$ cat src/rtl/seg_scan_ctrl.sv
// Seven-segment scan controller: shows a double-buffered frame of hex digits one digit at a time.
// Latency: outputs are registered and change on the same edge as the scan state; frame writes show from the next frame.
// Backpressure: wr_ready is low while a frame is pending; it clears when the frame is copied to the display.
module seg_scan_ctrl #(
    parameter int NUM_DIGITS   = 4,
    parameter int SCAN_DIV     = 1000,
    parameter int BLANK_CYCLES = 16
) (
    input  logic                    clk,
    input  logic                    rst_n,
    input  logic                    ena,
    input  logic                    wr_valid,
    output logic                    wr_ready,
    input  logic [4*NUM_DIGITS-1:0] wr_data,
    input  logic [NUM_DIGITS-1:0]   wr_dp,
    input  logic [2:0]              brightness,
    output logic [7:0]              seg_out,
    output logic [NUM_DIGITS-1:0]   dig_en,
    output logic                    frame_done
);

    // Lit window is an integer number of eighths of the non-blank part of a slot.
    localparam int CW   = $clog2(SCAN_DIV);
    localparam int IW   = (NUM_DIGITS > 1) ? $clog2(NUM_DIGITS) : 1;
    localparam int STEP = (SCAN_DIV - BLANK_CYCLES) / 8;

    localparam logic [CW-1:0]         CNT_LAST   = CW'(SCAN_DIV - 1);
    localparam logic [CW-1:0]         BLANK_LAST = CW'(BLANK_CYCLES - 1);
    localparam logic [IW-1:0]         IDX_LAST   = IW'(NUM_DIGITS - 1);
    localparam logic [NUM_DIGITS-1:0] DIG_ONE    = NUM_DIGITS'(1);

    // Parameter sanity: reject configurations the slot timing cannot represent.
    if (NUM_DIGITS < 1 || NUM_DIGITS > 8) begin : g_chk_digits
        $error("seg_scan_ctrl: NUM_DIGITS must be in 1..8");
    end
    if (BLANK_CYCLES < 1) begin : g_chk_blank
        $error("seg_scan_ctrl: BLANK_CYCLES must be at least 1");
    end
    if ((SCAN_DIV - BLANK_CYCLES) <= 0 || ((SCAN_DIV - BLANK_CYCLES) % 8) != 0) begin : g_chk_div
        $error("seg_scan_ctrl: SCAN_DIV - BLANK_CYCLES must be positive and a multiple of 8");
    end

    typedef enum logic [1:0] {
        S_OFF   = 2'd0,
        S_BLANK = 2'd1,
        S_LIT   = 2'd2,
        S_DARK  = 2'd3
    } state_t;

    typedef struct packed {
        logic [4*NUM_DIGITS-1:0] data;
        logic [NUM_DIGITS-1:0]   dp;
    } frame_t;

    // Hex digit to segments g..a.
    function automatic logic [6:0] seg7(input logic [3:0] h);
        logic [6:0] s;
        case (h)
            4'h0:    s = 7'h3F;
            4'h1:    s = 7'h06;
            4'h2:    s = 7'h5B;
            4'h3:    s = 7'h4F;
            4'h4:    s = 7'h66;
            4'h5:    s = 7'h6D;
            4'h6:    s = 7'h7D;
            4'h7:    s = 7'h07;
            4'h8:    s = 7'h7F;
            4'h9:    s = 7'h6F;
            4'hA:    s = 7'h77;
            4'hB:    s = 7'h7C;
            4'hC:    s = 7'h39;
            4'hD:    s = 7'h5E;
            4'hE:    s = 7'h79;
            default: s = 7'h71;
        endcase
        return s;
    endfunction

    state_t          state_q, state_d;
    logic [CW-1:0]   cnt_q, cnt_d;
    logic [IW-1:0]   idx_q, idx_d;
    logic [CW-1:0]   on_len_q, on_len_d;
    logic [CW-1:0]   on_len_new;
    logic [CW-1:0]   lit_last;
    logic            slot_end;
    logic            last_digit;
    logic            copy;

    frame_t          pend_q, pend_d;
    logic            pend_full_q, pend_full_d;
    frame_t          act_q, act_d;

    logic [7:0]            seg_q, seg_d;
    logic [NUM_DIGITS-1:0] dig_q, dig_d;
    logic                  done_q, done_d;

    assign on_len_new = CW'((32'(brightness) + 32'd1) * 32'(STEP));
    assign lit_last   = BLANK_LAST + on_len_q;
    assign last_digit = (idx_q == IDX_LAST);

    // State, counters, frame buffers and registered outputs.
    always_ff @(posedge clk or negedge rst_n) begin
        if (!rst_n) begin
            state_q     <= S_OFF;
            cnt_q       <= '0;
            idx_q       <= '0;
            on_len_q    <= '0;
            pend_q      <= '0;
            pend_full_q <= 1'b0;
            act_q       <= '0;
            seg_q       <= '0;
            dig_q       <= '0;
            done_q      <= 1'b0;
        end else begin
            state_q     <= state_d;
            cnt_q       <= cnt_d;
            idx_q       <= idx_d;
            on_len_q    <= on_len_d;
            pend_q      <= pend_d;
            pend_full_q <= pend_full_d;
            act_q       <= act_d;
            seg_q       <= seg_d;
            dig_q       <= dig_d;
            done_q      <= done_d;
        end
    end

    // Next scan state: blank, lit window, dark remainder; slot end advances to the next digit.
    always_comb begin
        state_d  = state_q;
        cnt_d    = cnt_q;
        idx_d    = idx_q;
        on_len_d = on_len_q;
        slot_end = 1'b0;
        if (!ena) begin
            state_d = S_OFF;
            cnt_d   = '0;
            idx_d   = '0;
        end else begin
            case (state_q)
                S_OFF: begin
                    state_d  = S_BLANK;
                    cnt_d    = '0;
                    idx_d    = '0;
                    on_len_d = on_len_new;
                end
                S_BLANK: begin
                    cnt_d = cnt_q + CW'(1);
                    if (cnt_q == BLANK_LAST) begin
                        state_d = S_LIT;
                    end
                end
                S_LIT: begin
                    if (cnt_q == lit_last) begin
                        // Full brightness fills the slot, so there is no dark phase.
                        if (lit_last == CNT_LAST) begin
                            slot_end = 1'b1;
                        end else begin
                            state_d = S_DARK;
                            cnt_d   = cnt_q + CW'(1);
                        end
                    end else begin
                        cnt_d = cnt_q + CW'(1);
                    end
                end
                S_DARK: begin
                    if (cnt_q == CNT_LAST) begin
                        slot_end = 1'b1;
                    end else begin
                        cnt_d = cnt_q + CW'(1);
                    end
                end
                default: begin
                    state_d = S_OFF;
                end
            endcase
            if (slot_end) begin
                state_d  = S_BLANK;
                cnt_d    = '0;
                idx_d    = last_digit ? '0 : idx_q + IW'(1);
                on_len_d = on_len_new;
            end
        end
    end

    // Frame port: one pending buffer, promoted to the display only at a frame boundary or while off.
    always_comb begin
        pend_d      = pend_q;
        pend_full_d = pend_full_q;
        act_d       = act_q;
        copy        = pend_full_q && ((state_q == S_OFF) || (slot_end && last_digit));
        if (copy) begin
            act_d       = pend_q;
            pend_full_d = 1'b0;
        end else if (wr_valid && !pend_full_q) begin
            pend_d.data = wr_data;
            pend_d.dp   = wr_dp;
            pend_full_d = 1'b1;
        end
    end

    // Output values for the coming cycle, taken from the next state so they switch with it.
    always_comb begin
        seg_d  = '0;
        dig_d  = '0;
        done_d = slot_end && last_digit;
        if (state_d == S_LIT) begin
            dig_d = DIG_ONE << idx_d;
            seg_d = {act_q.dp[idx_d], seg7(act_q.data[{idx_d, 2'b00} +: 4])};
        end
    end

    assign seg_out    = seg_q;
    assign dig_en     = dig_q;
    assign frame_done = done_q;
    assign wr_ready   = ~pend_full_q;

endmodule

$ cat config.mk
export PLATFORM = sky130hd
export DESIGN_NAME = seg_scan_ctrl
export DESIGN_NICKNAME = d
export VERILOG_FILES = /design/src/rtl/seg_scan_ctrl.sv
export SDC_FILE = /design/constraint.sdc
export NUM_CORES = 1
export LEC_CHECK = 0
export BUFFER_PORTS_ARGS = -buffer_cell sky130_fd_sc_hd__buf_2
export CORE_MARGIN = 2
export CORE_UTILIZATION = 36
export CTS_CLUSTER_DIAMETER = 100
export DETAILED_ROUTE_END_ITERATION = 8
export PLACE_DENSITY_LB_ADDON = 0.15
export SLEW_MARGIN = 20
export SYNTH_ARGS = -nofsm -noshare
export SYNTH_HDL_FRONTEND = slang
export SYNTH_SLANG_ARGS = --single-unit
export TNS_END_PERCENT = 20
$ cat constraint.sdc
create_clock -name clk -period 3.9 [get_ports clk]
set_input_delay 0.585 -clock clk [delete_from_list [all_inputs] [get_ports clk]]
set_output_delay 0.585 -clock clk [all_outputs]
set_load 0.02 [all_outputs]
==> results of run 1 <==
[worst paths after layout]
path,endpoint,slack [ns],cells past startpoint
worst max-delay path,seg_out[6],-0.01,14
worst min-delay path,on_len_q[5],0.39,1
worst max register to register,seg_out[6],-0.01,14
worst min register to register,pend_q[12],0.50,1
max in group asynchronous,on_len_q[1],2.86,1
min in group clk,pend_full_q,0.47,2
[cells by family after synthesis]
| family | share of synthesized area |
|---|---|
| AO/OA/AOI/OAI | 0.102 |
| XOR/XNOR | 0.0566 |
| adder cells (fa/ha/maj) | 0.0910 |
| buffers and inverters | 0.0480 |
| flip-flops | 0.435 |
| multiplexers | 0.134 |
| AND/OR/NAND/NOR | 0.133 |
[layout by cell type (no fill, tap or decap), types with 3 or more instances in the layout]
| cell | instances |
|---|---|
| dfrtp_1 | 77 |
| buf_4 | 43 |
| mux2_2 | 42 |
| buf_2 | 40 |
| nor2_1 | 28 |
| inv_1 | 27 |
| ha_1 | 19 |
| nand2_1 | 18 |
| xnor2_1 | 17 |
| xor2_1 | 12 |
| o21ai_0 | 12 |
| clkbuf_16 | 9 |
| a21oi_1 | 8 |
| nor2b_1 | 7 |
| nand3_1 | 7 |
| and3_1 | 7 |
| nand2b_1 | 7 |
| fa_1 | 6 |
| a221oi_1 | 4 |
| nor4_1 | 4 |
| nand4_1 | 4 |
| nor4b_1 | 4 |
| a31oi_1 | 4 |
| mux2i_1 | 4 |
| nor3_1 | 4 |
| a21o_1 | 4 |
| ha_4 | 4 |
| a31o_2 | 3 |
| mux4_2 | 3 |
| clkinv_4 | 3 |
| o21ai_1 | 3 |
[registers in the layout (all words and copies together), names as in the netlist]
name and count:
act_q 20, pend_q 20, cnt_q 10, on_len_q 10, seg_out 8, dig_en 4
idx_q 2, state_q 2, frame_done 1, pend_full_q 1
[routing by layer]
layer / routed length [um] / track usage / share of wire
met4: 99 / 0.0540 / 0.010
met1: 4220 / 0.189 / 0.45
met3: 368 / 0.0481 / 0.039
met5: 0 / 0 / 0
met2: 4750 / 0.266 / 0.50
[layout make-up]
class | count | area (um2)
clock buffer | 11 | 233
clock inverter | 5 | 60.1
fill | 1151 | 6480
inverter | 32 | 130
multi-input combinational | 282 | 2450
sequential | 78 | 1950
tap | 168 | 210
timing repair buffer | 85 | 546
[Yosys cell counts (4+ instances only)]
cell type	n	share of area
mux2i_1	6	0.013
dfrtp_1	78	0.44
nor4_1	4	0.0056
a31oi_1	4	0.0056
ha_1	23	0.064
nand2b_1	8	0.011
buf_2	6	0.0067
inv_1	31	0.026
xnor2_1	17	0.033
mux2_2	42	0.11
nand3_1	7	0.0078
fa_1	6	0.027
nand2_1	18	0.015
clkbuf_1	12	0.010
nand4_1	4	0.0056
nor4b_1	4	0.0078
and3_1	7	0.0098
a221oi_1	4	0.0078
nor2_1	29	0.024
xor2_1	12	0.023
nor2b_1	7	0.0098
a21oi_1	8	0.0089
o21ai_0	14	0.016
nor3_1	6	0.0067
a21o_1	4	0.0067
[stage by stage]
| stage | power (W) | instances | worst slack (ns) | setup TNS [ns] | hold WS, ns |
|---|---|---|---|---|---|
| 4_1_cts | 0.00301 | 659 | 0.00981 | 0 | 0.440 |
| 2_1_floorplan | 0.00183 | 412 | -0.0372 | -0.0874 | 0.289 |
| 5_1_grt | 0.00322 | 661 | -0.254 | -1.42 | 0.458 |
| 3_3_place_gp | 0.00216 | 639 | -0.0591 | -0.242 | 0.485 |
| 3_5_place_dp | 0.00217 | 639 | -0.118 | -0.529 | 0.492 |
| 6_report | 0.00301 | 661 | -0.0111 | -0.0178 | 0.388 |
[repair_timing]
item,in CTS,in global routing
setup buffers,3,2
pin swaps,1,7
gates cloned,1,0
gates resized for setup,10,8
setup endpoints to repair,7,7
[power groups by stage]
stage	sequential (W)	combinational (W)	clock (W)
2_1_floorplan	0.00108	0.000757	0
3_3_place_gp	0.00115	0.00100	0
3_5_place_dp	0.00116	0.00101	0
4_1_cts	0.00114	0.00103	0.000841
5_1_grt	0.00117	0.00117	0.000876
6_report	0.00114	0.00106	0.000816
==> impl_results.md, run 1 <==
- Initial antenna violation count: 1
- # H-tree levels: 3
- Final period util: 1.00
- CTS clk-pin slew, worst paths: 0.06 ns
- Synth warn: 0
- Ant diodes: 0
- I/O pins: 41
- Core outline area: 12100 um2
- Routed len/inst: 14.3 um
- Pleak: 2.58 nW
- Failing checks: negative setup slack
- Clk_lat worst skew: 0.34 ns
- Slew Viols, Final: 0
- Largest delay contributor family on the critical path: compound AO/OA/AOI/OAI gates
- Pint: 0.00203 W
- Port buffer count: 40
- Crit path top cell by count: ha_4
- Max capacitance violation total: 0
- Worst setup path start: on_len_q[0]
- Worst EP required: 4.13 ns
- Distinct cells, synth: 59
- Via count: 3231
- Layout cell share with drive strength beyond 1: 0.361
- First-pass GRT wire length: 16100 um
- Hold Path Class: in2async
- Die W: 116 um
- CTS tree: yes
- Avg Cell Area, Syn: 10.9 um2
- Num Clock Sinks: 78
- Syn_nets: 468
- Final worst slack: -0.0111 ns
- Worst r2r src: on_len_q[0]
- Net Sw Power: 0.000979 W
- Net count reported at finish: 544
- Post-route DRC: 0
- CP Cell Sequence: inv_4 -> ha_4 -> or3b_4 -> a311oi_2 -> nor4_1 -> a211o_1 -> o41ai_4 -> mux2i_1 -> nand2b_4 -> mux4_2 -> ha_4 -> o21ai_2 -> o31ai_1 -> a221oi_1
- Routed Antenna Nets: 0
- Finished layout cell area: 5580 um2
- Post-layout utilization of the core: 0.463
- Final hold vios: 0
- Vias per inst: 4.89
- CP peak stage delay: 0.61 ns
- Clk Tree Root Cell: clkbuf_16
- Drt initial violations: 145
- Post-synthesis cell area: 4480 um2
- Area Growth Syn to Fin: 24.5%
- Asr flop ratio synth: 1.00
- Final setup fails: 2
- Synth Flop Type: dfrtp_1
- Max VDD drop: 0.000298 V
- PwrDens: 540 nW/um2
- Logic pwr share: 0.350
- Post-DP HPWL: 7110 um
- Sw frac: 0.325
- Synth Instances: 412
- Worst EP arrival: 4.14 ns
- Vias in the first global route: 3406
- Slew HR: 0.366
- Critical Setup Path Class: reg2reg
- Critical Path Start Type: flop
- Total CTS buffers: 9
- Routability cong.: 0.843
- DIE HEIGHT: 116 um
- RSZ-0062 raised after global routing: true
- Initial Utilization: 0.372
- GRT Util Overall: 0.156
- Final wirelength: 9440 um
- Buffers and inverters on the worst path: 1
- Outcome: complete, but fails checks
- Max frequency: 256 MHz
- Clock share of power: 0.271
- Least-Margin Pin Slew: 0.950 ns
- First-pass DRT Iterations: 4
- Flop pwr share: 0.378
- Clock Tree Buf Depth: 2
- Row count: 40
- Critical Path Slowest Stage Cell: mux4_2
- DIE AREA: 13400 um2
- Clock skew: 0.00411 ns
- Worst setup EP type: flop
- Post-CTS Hold Buffers: 0
- Largest net degree at the start of global routing: 79
- Grt total ovfl: 0
- Crit path time final: 3.91 ns
- Largest driver fanout on the critical path: 5
- Yosys reg bits: 78
- Sequential fraction of the synthesis area: 0.435
- Area of placed instances: 5160 um2
- Post-synth EDFFs: 0
No activity file was read; power rests on OpenSTA's default activity.
==> run 2, diff against run 1 <==
--- a/config.mk
+++ b/config.mk
@@ -10,7 +10,9 @@
 export CORE_UTILIZATION = 36
 export CTS_CLUSTER_DIAMETER = 100
 export DETAILED_ROUTE_END_ITERATION = 8
+export GPL_TIMING_DRIVEN = 0
 export PLACE_DENSITY_LB_ADDON = 0.15
+export SKIP_CTS_REPAIR_TIMING = 1
 export SLEW_MARGIN = 20
 export SYNTH_ARGS = -nofsm -noshare
 export SYNTH_HDL_FRONTEND = slang
==> run 2 against run 1 <==
  * The run still ends with negative setup slack left
  * Via count down 1.8%
  * Sequential power down 4%
  * Register-to-register slack worse by 0.35 ns
  * Combinational power about the same
  * Final area down 1.2%
  * Non-clock buffer count down 14
  * First-iteration DRC count down 8.3%
  * Largest cell class unchanged
==> impl_results.md, run 2 (same netlist as run 1, synthesis figures left out) <==
- Outcome: complete, but fails checks
- Failing checks: negative setup slack
- Hold Path Class: in2async
- Num Clock Sinks: 78 (unchanged)
- Post-route DRC: 0 (unchanged)
- Slew Viols, Final: 0 (unchanged)
- Port buffer count: 39 (-2.5%)
- Max VDD drop: 0.000315 V (+5.9%)
- Largest driver fanout on the critical path: 7 (+2)
- Total CTS buffers: 9 (unchanged)
- DIE HEIGHT: 116 um (unchanged)
- Largest net degree at the start of global routing: 49 (-38%)
- Crit path top cell by count: ha_4
- Flop pwr share: 0.359 (-0.019)
- Post-Layout Cell Count: 647 (-2.1%)
- Net count reported at finish: 530 (-2.6%)
- Crit path time final: 4.26 ns (+0.347 ns)
- Least-Margin Pin Slew: 0.729 ns (-0.222 ns)
- # placed instances: 620 (-3.0%)
- Vias per inst: 4.90 (+0.33%)
- Layout cell share with drive strength beyond 1: 0.328 (-0.0333)
- Fillers: 1115 (-3.1%)
- R2r setup slk: -0.36 ns (-0.35 ns)
- Pre-CTS WS: -0.526 ns (-0.408 ns)
- Buffers and inverters on the worst path: 3 (+2)
- Worst r2r src: on_len_q[0]
- Clock share of power: 0.300 (+0.029)
- CP peak stage delay: 0.63 ns (+0.02 ns)
- Final worst slack: -0.358 ns (-0.347 ns)
- Worst setup EP type: flop
- Critical Path Start Type: flop
- Largest delay contributor family on the critical path: compound AO/OA/AOI/OAI gates
- Commonest non-fill, non-tap cell in the layout: dfrtp_1
- Ant diodes: 0 (unchanged)
- Vias in the first global route: 3212 (-5.7%)
- Max capacitance violation total: 0 (unchanged)
- Critical Setup Path Class: reg2reg
- Cells on worst reg2reg path: 16 (+2)
- Sw frac: 0.324 (-0.00117)
- Net Sw Power: 0.000990 W (+1.2%)
- DIE AREA: 13400 um2 (unchanged)
- Worst EP required: 4.12 ns (about the same)
- Pint: 0.00207 W (+1.7%)
- Routed len/inst: 14.4 um (+0.97%)
- Initial Utilization: 0.372 (unchanged)
- Grt total ovfl: 0 (unchanged)
- Row count: 40 (unchanged)
- Setup tns final: -2.12 ns (-2.10 ns)
- CTS tree: yes
- CTS clk-pin slew, worst paths: 0.06 ns (about the same)
- # H-tree levels: 3 (unchanged)
- Post-DP HPWL: 6840 um (-3.8%)
- I/O pins: 41 (unchanged)
- Pleak: 2.50 nW (-3.4%)
- Clock skew: 0.00525 ns (+0.00114 ns)
- Logic pwr share: 0.341 (-0.009)
- Core outline area: 12100 um2 (unchanged)
- Routed Antenna Nets: 0 (unchanged)
- First-pass GRT wire length: 15300 um (-5.0%)
- Area Growth Syn to Fin: 23.0%
- PwrDens: 554 nW/um2 (+2.8%)
- Commonest cells after routing, fill and taps aside: dfrtp_1, buf_2, mux2_2
- Die W: 116 um (unchanged)
- Worst EP arrival: 4.48 ns (+0.34 ns)
- CP Cell Sequence: buf_6 -> inv_6 -> ha_4 -> or3b_4 -> a311oi_2 -> nor4_2 -> a211o_1 -> o41ai_4 -> mux2i_2 -> nand2b_4 -> buf_8 -> mux4_2 -> ha_4 -> o21ai_2 -> o31ai_1 -> a221oi_1
- Clk Tree Root Cell: clkbuf_16
- Slew HR: 0.502 (+0.135)
- GRT Util Overall: 0.147 (-0.00905)
- Routability cong.: 0.813 (-3.6%)
- Clock Tree Buf Depth: 2 (unchanged)
- Via count: 3173 (-1.8%)
- Drt initial violations: 133 (-8.3%)
- Critical Path Slowest Stage Cell: mux4_2
- Top flop regs: act_q (20), pend_q (20)
- RSZ-0062 raised after global routing: true
- Clk_lat worst skew: 0.33 ns (about the same)
- Max frequency: 235 MHz (-8.1%)
- Final period util: 1.09 (+0.0889)
- First-pass DRT Iterations: 4 (unchanged)
- Final wirelength: 9330 um (-1.2%)
- Final setup fails: 7 (+5)
- Initial antenna violation count: 0 (-1)
- Final hold vios: 0 (unchanged)
- FF-to-FF End: seg_out[5]
run 2: cell type report:
cell class	instances	area, um2	area share
Timing Repair Buffer	51	312	0.0565
Clock buffer	10	239	0.0433
Multi-Input combinational cell	282	2470	0.448
Sequential cell	78	1950	0.354
Inverter	32	135	0.0245
Clock inverter	6	93.8	0.0170
Tap cell	168	210	0.0381
Buffer	20	103	0.0186
run 2: how the worst max path moves through the flow:
stage | cells after the start | to | slack, ns | from
2_1_floorplan | 16 | seg_out[6] | -0.04 | on_len_q[0]
3_3_place_gp | 15 | seg_out[6] | -0.48 | on_len_q[1]
3_5_place_dp | 15 | seg_out[6] | -0.53 | on_len_q[1]
4_1_cts | 15 | seg_out[6] | -0.56 | on_len_q[1]
5_1_grt | 16 | seg_out[6] | -0.56 | on_len_q[0]
6_report | 16 | seg_out[5] | -0.36 | on_len_q[0]
run 2: power by group through the flow:
stage | logic [W] | clock network, W | registers (W)
6_report | 0.00104 | 0.000919 | 0.00110
5_1_grt | 0.00116 | 0.000978 | 0.00112
4_1_cts | 0.000945 | 0.000939 | 0.00111
3_5_place_dp | 0.000944 | 0 | 0.00112
3_3_place_gp | 0.000927 | 0 | 0.00112
2_1_floorplan | 0.000757 | 0 | 0.00108
run 2: per-layer routing:
layer / part of all wire / vias to the layer above / global-route usage / routed length [um]
met5: 0 / - / 0 / 0
met3: 0.041 / 5 / 0.0356 / 379
met2: 0.50 / 56 / 0.248 / 4630
met4: 0.0085 / 0 / 0.0492 / 79
li1: - / 1566 / - / -
met1: 0.45 / 1546 / 0.187 / 4250
run 2: stage by stage:
step / util / hold WS [ns] / instance area, um2 / total power, W
floorplan: - / 0.289 / 4550 / 0.00183
global placement: 0.411 / 0.484 / 4950 / 0.00204
detailed placement: 0.413 / 0.492 / 4980 / 0.00206
CTS: 0.441 / 0.198 / 5320 / 0.00299
global route: 0.457 / 0.204 / 5520 / 0.00326
finish: 0.457 / 0.182 / 5520 / 0.00306
==> run 3, diff against run 2 <==
--- a/config.mk
+++ b/config.mk
@@ -5,12 +5,14 @@
 export SDC_FILE = /design/constraint.sdc
 export NUM_CORES = 1
 export LEC_CHECK = 0
+export ABC_AREA = 1
 export BUFFER_PORTS_ARGS = -buffer_cell sky130_fd_sc_hd__buf_2
+export CELL_PAD_IN_SITES_DETAIL_PLACEMENT = 2
+export CELL_PAD_IN_SITES_GLOBAL_PLACEMENT = 2
 export CORE_MARGIN = 2
-export CORE_UTILIZATION = 36
+export CORE_UTILIZATION = 32
 export CTS_CLUSTER_DIAMETER = 100
 export DETAILED_ROUTE_END_ITERATION = 8
-export GPL_TIMING_DRIVEN = 0
 export PLACE_DENSITY_LB_ADDON = 0.15
 export SKIP_CTS_REPAIR_TIMING = 1
 export SLEW_MARGIN = 20
==> run 3 against run 2 <==
  * The run now ends clean
  * Critical path depth grew 11
  * Total power fell by 11%
  * Register-to-register slack better by 0.81 ns
  * Global-route usage grew 3.3 points
  * Final area down 4.6%
  * First-iteration DRC count shrank 13%
==> impl_results.md, run 3 <==
- Hold Path Class: in2async
- Post-DP HPWL: 9360 um (+37%)
- Synth Instances: 592 (+44%)
- First-pass DRT Iterations: 4 (unchanged)
- Vias in the first global route: 4253 (+32%)
- Total CTS buffers: 9 (unchanged)
- Drt initial violations: 116 (-13%)
- Post-synth top area share: 0.428 (-0.00752)
- Clk Tree Root Cell: clkbuf_16
- Clk_lat worst skew: 0.35 ns (+0.02 ns)
- DIE AREA: 15200 um2 (+14%)
- Worst EP required: 4.16 ns (+0.04 ns)
- Synth Flop Type: dfrtp_1
- Max frequency: 290 MHz (+23%)
- Distinct cells, synth: 36 (-39%)
- Grt total ovfl: 0 (unchanged)
- Asr flop ratio synth: 1.00 (unchanged)
- Worst setup path start: on_len_q[0]
- Routed len/inst: 15.0 um (+4.3%)
- Post-synthesis cell area: 4560 um2 (+1.8%)
- R2r setup slk: 0.45 ns (+0.81 ns)
- # placed instances: 800 (+29%)
- Die W: 123 um (+6.8%)
- Layout cell share with drive strength beyond 1: 0.133 (-0.195)
- Final hold vios: 0 (unchanged)
- Initial Utilization: 0.329 (-0.0430)
- Slew Viols, Final: 0 (unchanged)
- Core outline area: 13900 um2 (+15%)
- Worst EP arrival: 3.71 ns (-0.77 ns)
- Sequential fraction of the synthesis area: 0.428 (-0.00752)
- Pwr Total: 0.00271 W (-11%)
- Outcome: complete, no violations
- Pre-CTS WS: 0.0973 ns (+0.623 ns)
- Largest driver fanout on the critical path: 12 (+5)
- Avg Cell Area, Syn: 7.71 um2 (-29%)
- # H-tree levels: 3 (unchanged)
- Least-Margin Pin Slew: 0.745 ns (+0.0164 ns)
- Critical Path Start Type: flop
- Via count: 3902 (+23%)
- Syn_nets: 648 (+38%)
- Slew HR: 0.503 (+0.00161)
- Initial antenna violation count: 0 (unchanged)
- Clock Tree Buf Depth: 2 (unchanged)
- Post-route DRC: 0 (unchanged)
- Pleak: 2.74 nW (+9.8%)
- Crit path time final: 3.45 ns (-0.805 ns)
- FF-to-FF End: seg_out[5]
- Top flop regs: act_q (20), pend_q (20)
- Largest net degree at the start of global routing: 79 (+61%)
- Port buffer count: 40 (+2.6%)
- I/O pins: 41 (unchanged)
- Final period util: 0.885 (-0.206)
- Clock skew: 0.00692 ns (+0.00167 ns)
- Commonest non-fill, non-tap cell in the layout: nand2_1
- Post-Layout Cell Count: 819 (+27%)
- Worst hold slack: 0.252 ns (+0.0699 ns)
- Vias per inst: 4.76 (-2.9%)
- RSZ-0062 raised after global routing: true
- Worst r2r src: on_len_q[0]
- Synth warn: 0 (unchanged)
- Final wirelength: 12300 um (+32%)
- Max VDD drop: 0.000190 V (-40%)
- Net count reported at finish: 690 (+30%)
- DIE HEIGHT: 123 um (+6.8%)
- Setup crit end: seg_out[5]
- Row count: 43 (+7.5%)
- Final worst slack: 0.447 ns (+0.805 ns)
- Worst setup EP type: flop
- Critical Setup Path Class: reg2reg
- CTS clk-pin slew, worst paths: 0.06 ns (about the same)
- GRT Util Overall: 0.180 (+0.0331)
- Cells on worst reg2reg path: 27 (+11)
- Routed Antenna Nets: 0 (unchanged)
- Cell taking the most area after synthesis: dfrtp_1
- Commonest cells after routing, fill and taps aside: nand2_1, inv_1, dfrtp_1
- Post-layout utilization of the core: 0.379 (-0.0781)
- Final setup fails: 0 (-7)
- Ant diodes: 0 (unchanged)
- Yosys reg bits: 78 (unchanged)
- Num Clock Sinks: 78 (unchanged)
- Synth top area cells: dfrtp_1, nand2_1, inv_1, ha_1, nor2_1
- Routability cong.: 0.820 (+0.91%)
- Most common cell in the synthesized netlist: nand2_1
- CTS tree: yes
- First-pass GRT wire length: 21200 um (+39%)
- Synth top cells by count: nand2_1, inv_1, dfrtp_1, nor2_1, o21ai_0
- Post-synth EDFFs: 0 (unchanged)
- Area Growth Syn to Fin: 15.4%
- PwrDens: 515 nW/um2 (-7.1%)
- Max capacitance violation total: 0 (unchanged)
-- run 3: critical path, stage by stage, from the launching register on --
cell	delay, ns
dfrtp_1	0.42
inv_1	0.12
ha_2	0.21
inv_1	0.04
nand2_1	0.08
nand2_1	0.11
nand2_1	0.07
nand2_1	0.04
nor2_1	0.15
nand2_1	0.08
nor2_1	0.10
nand3b_1	0.10
nor2_2	0.16
nand2_2	0.11
nand2_4	0.11
nand3_1	0.14
nand2_4	0.16
nor2_1	0.08
nand2_1	0.07
nand2_1	0.08
nor2_4	0.18
inv_1	0.12
ha_1	0.21
inv_1	0.05
nand2_1	0.06
nand2_1	0.08
nand2_1	0.06
a21oi_1	0.16
-- run 3: routing by layer --
metal | wire (um) | track usage | share of wire
met3 | 255 | 0.0281 | 0.021
met4 | 201 | 0.0668 | 0.016
met1 | 5950 | 0.240 | 0.48
met2 | 5920 | 0.296 | 0.48
met5 | 0 | 0 | 0
-- run 3: cell type report --
type	instances	area, um2
Clock inverter	7	62.6
Sequential cell	78	1950
Clock buffer	9	225
Inverter	93	349
Timing Repair Buffer	46	251
Fill cell	1637	8610
Tap cell	180	225
Multi-Input combinational cell	406	2200
-- run 3: power by group --
part           internal (W)  leakage (nW)  switching (W)  total, W
logic              0.000292          1.63       0.000541  0.000833
registers          0.000957         0.970       0.000102   0.00106
clock network      0.000444         0.139       0.000376  0.000820
total               0.00169          2.74        0.00102   0.00271
-- run 3: worst min path at each step --
| stage | startpoint | end | slack [ns] | depth (start not counted) |
|---|---|---|---|---|
| floorplan | rst_n | act_q[0] | 0.29 | 0 |
| global placement | act_q[19] | act_q[19] | 0.47 | 2 |
| detailed placement | act_q[7] | act_q[7] | 0.48 | 2 |
| CTS | rst_n | on_len_q[5] | 0.46 | 1 |
| global route | rst_n | cnt_q[7] | 0.32 | 1 |
| finish | rst_n | cnt_q[5] | 0.25 | 1 |
-- run 3: cells by family after synthesis --
kind of cell    count (synthesis)  share of synthesized area
simple gates                  288                      0.277
buf+inv                       108                     0.0943
compound gates                 79                     0.0919
flops                          78                      0.428
fa+ha+maj                      29                     0.0894
xor+xnor                       10                     0.0192
-- run 3: per-stage QoR --
stage                     area [um2]  TNS (ns)
after floorplan                 4560         0
after global placement          4930         0
after detailed placement        4930         0
after CTS                       5220         0
after global routing            5270   -0.0109
final                           5270         0
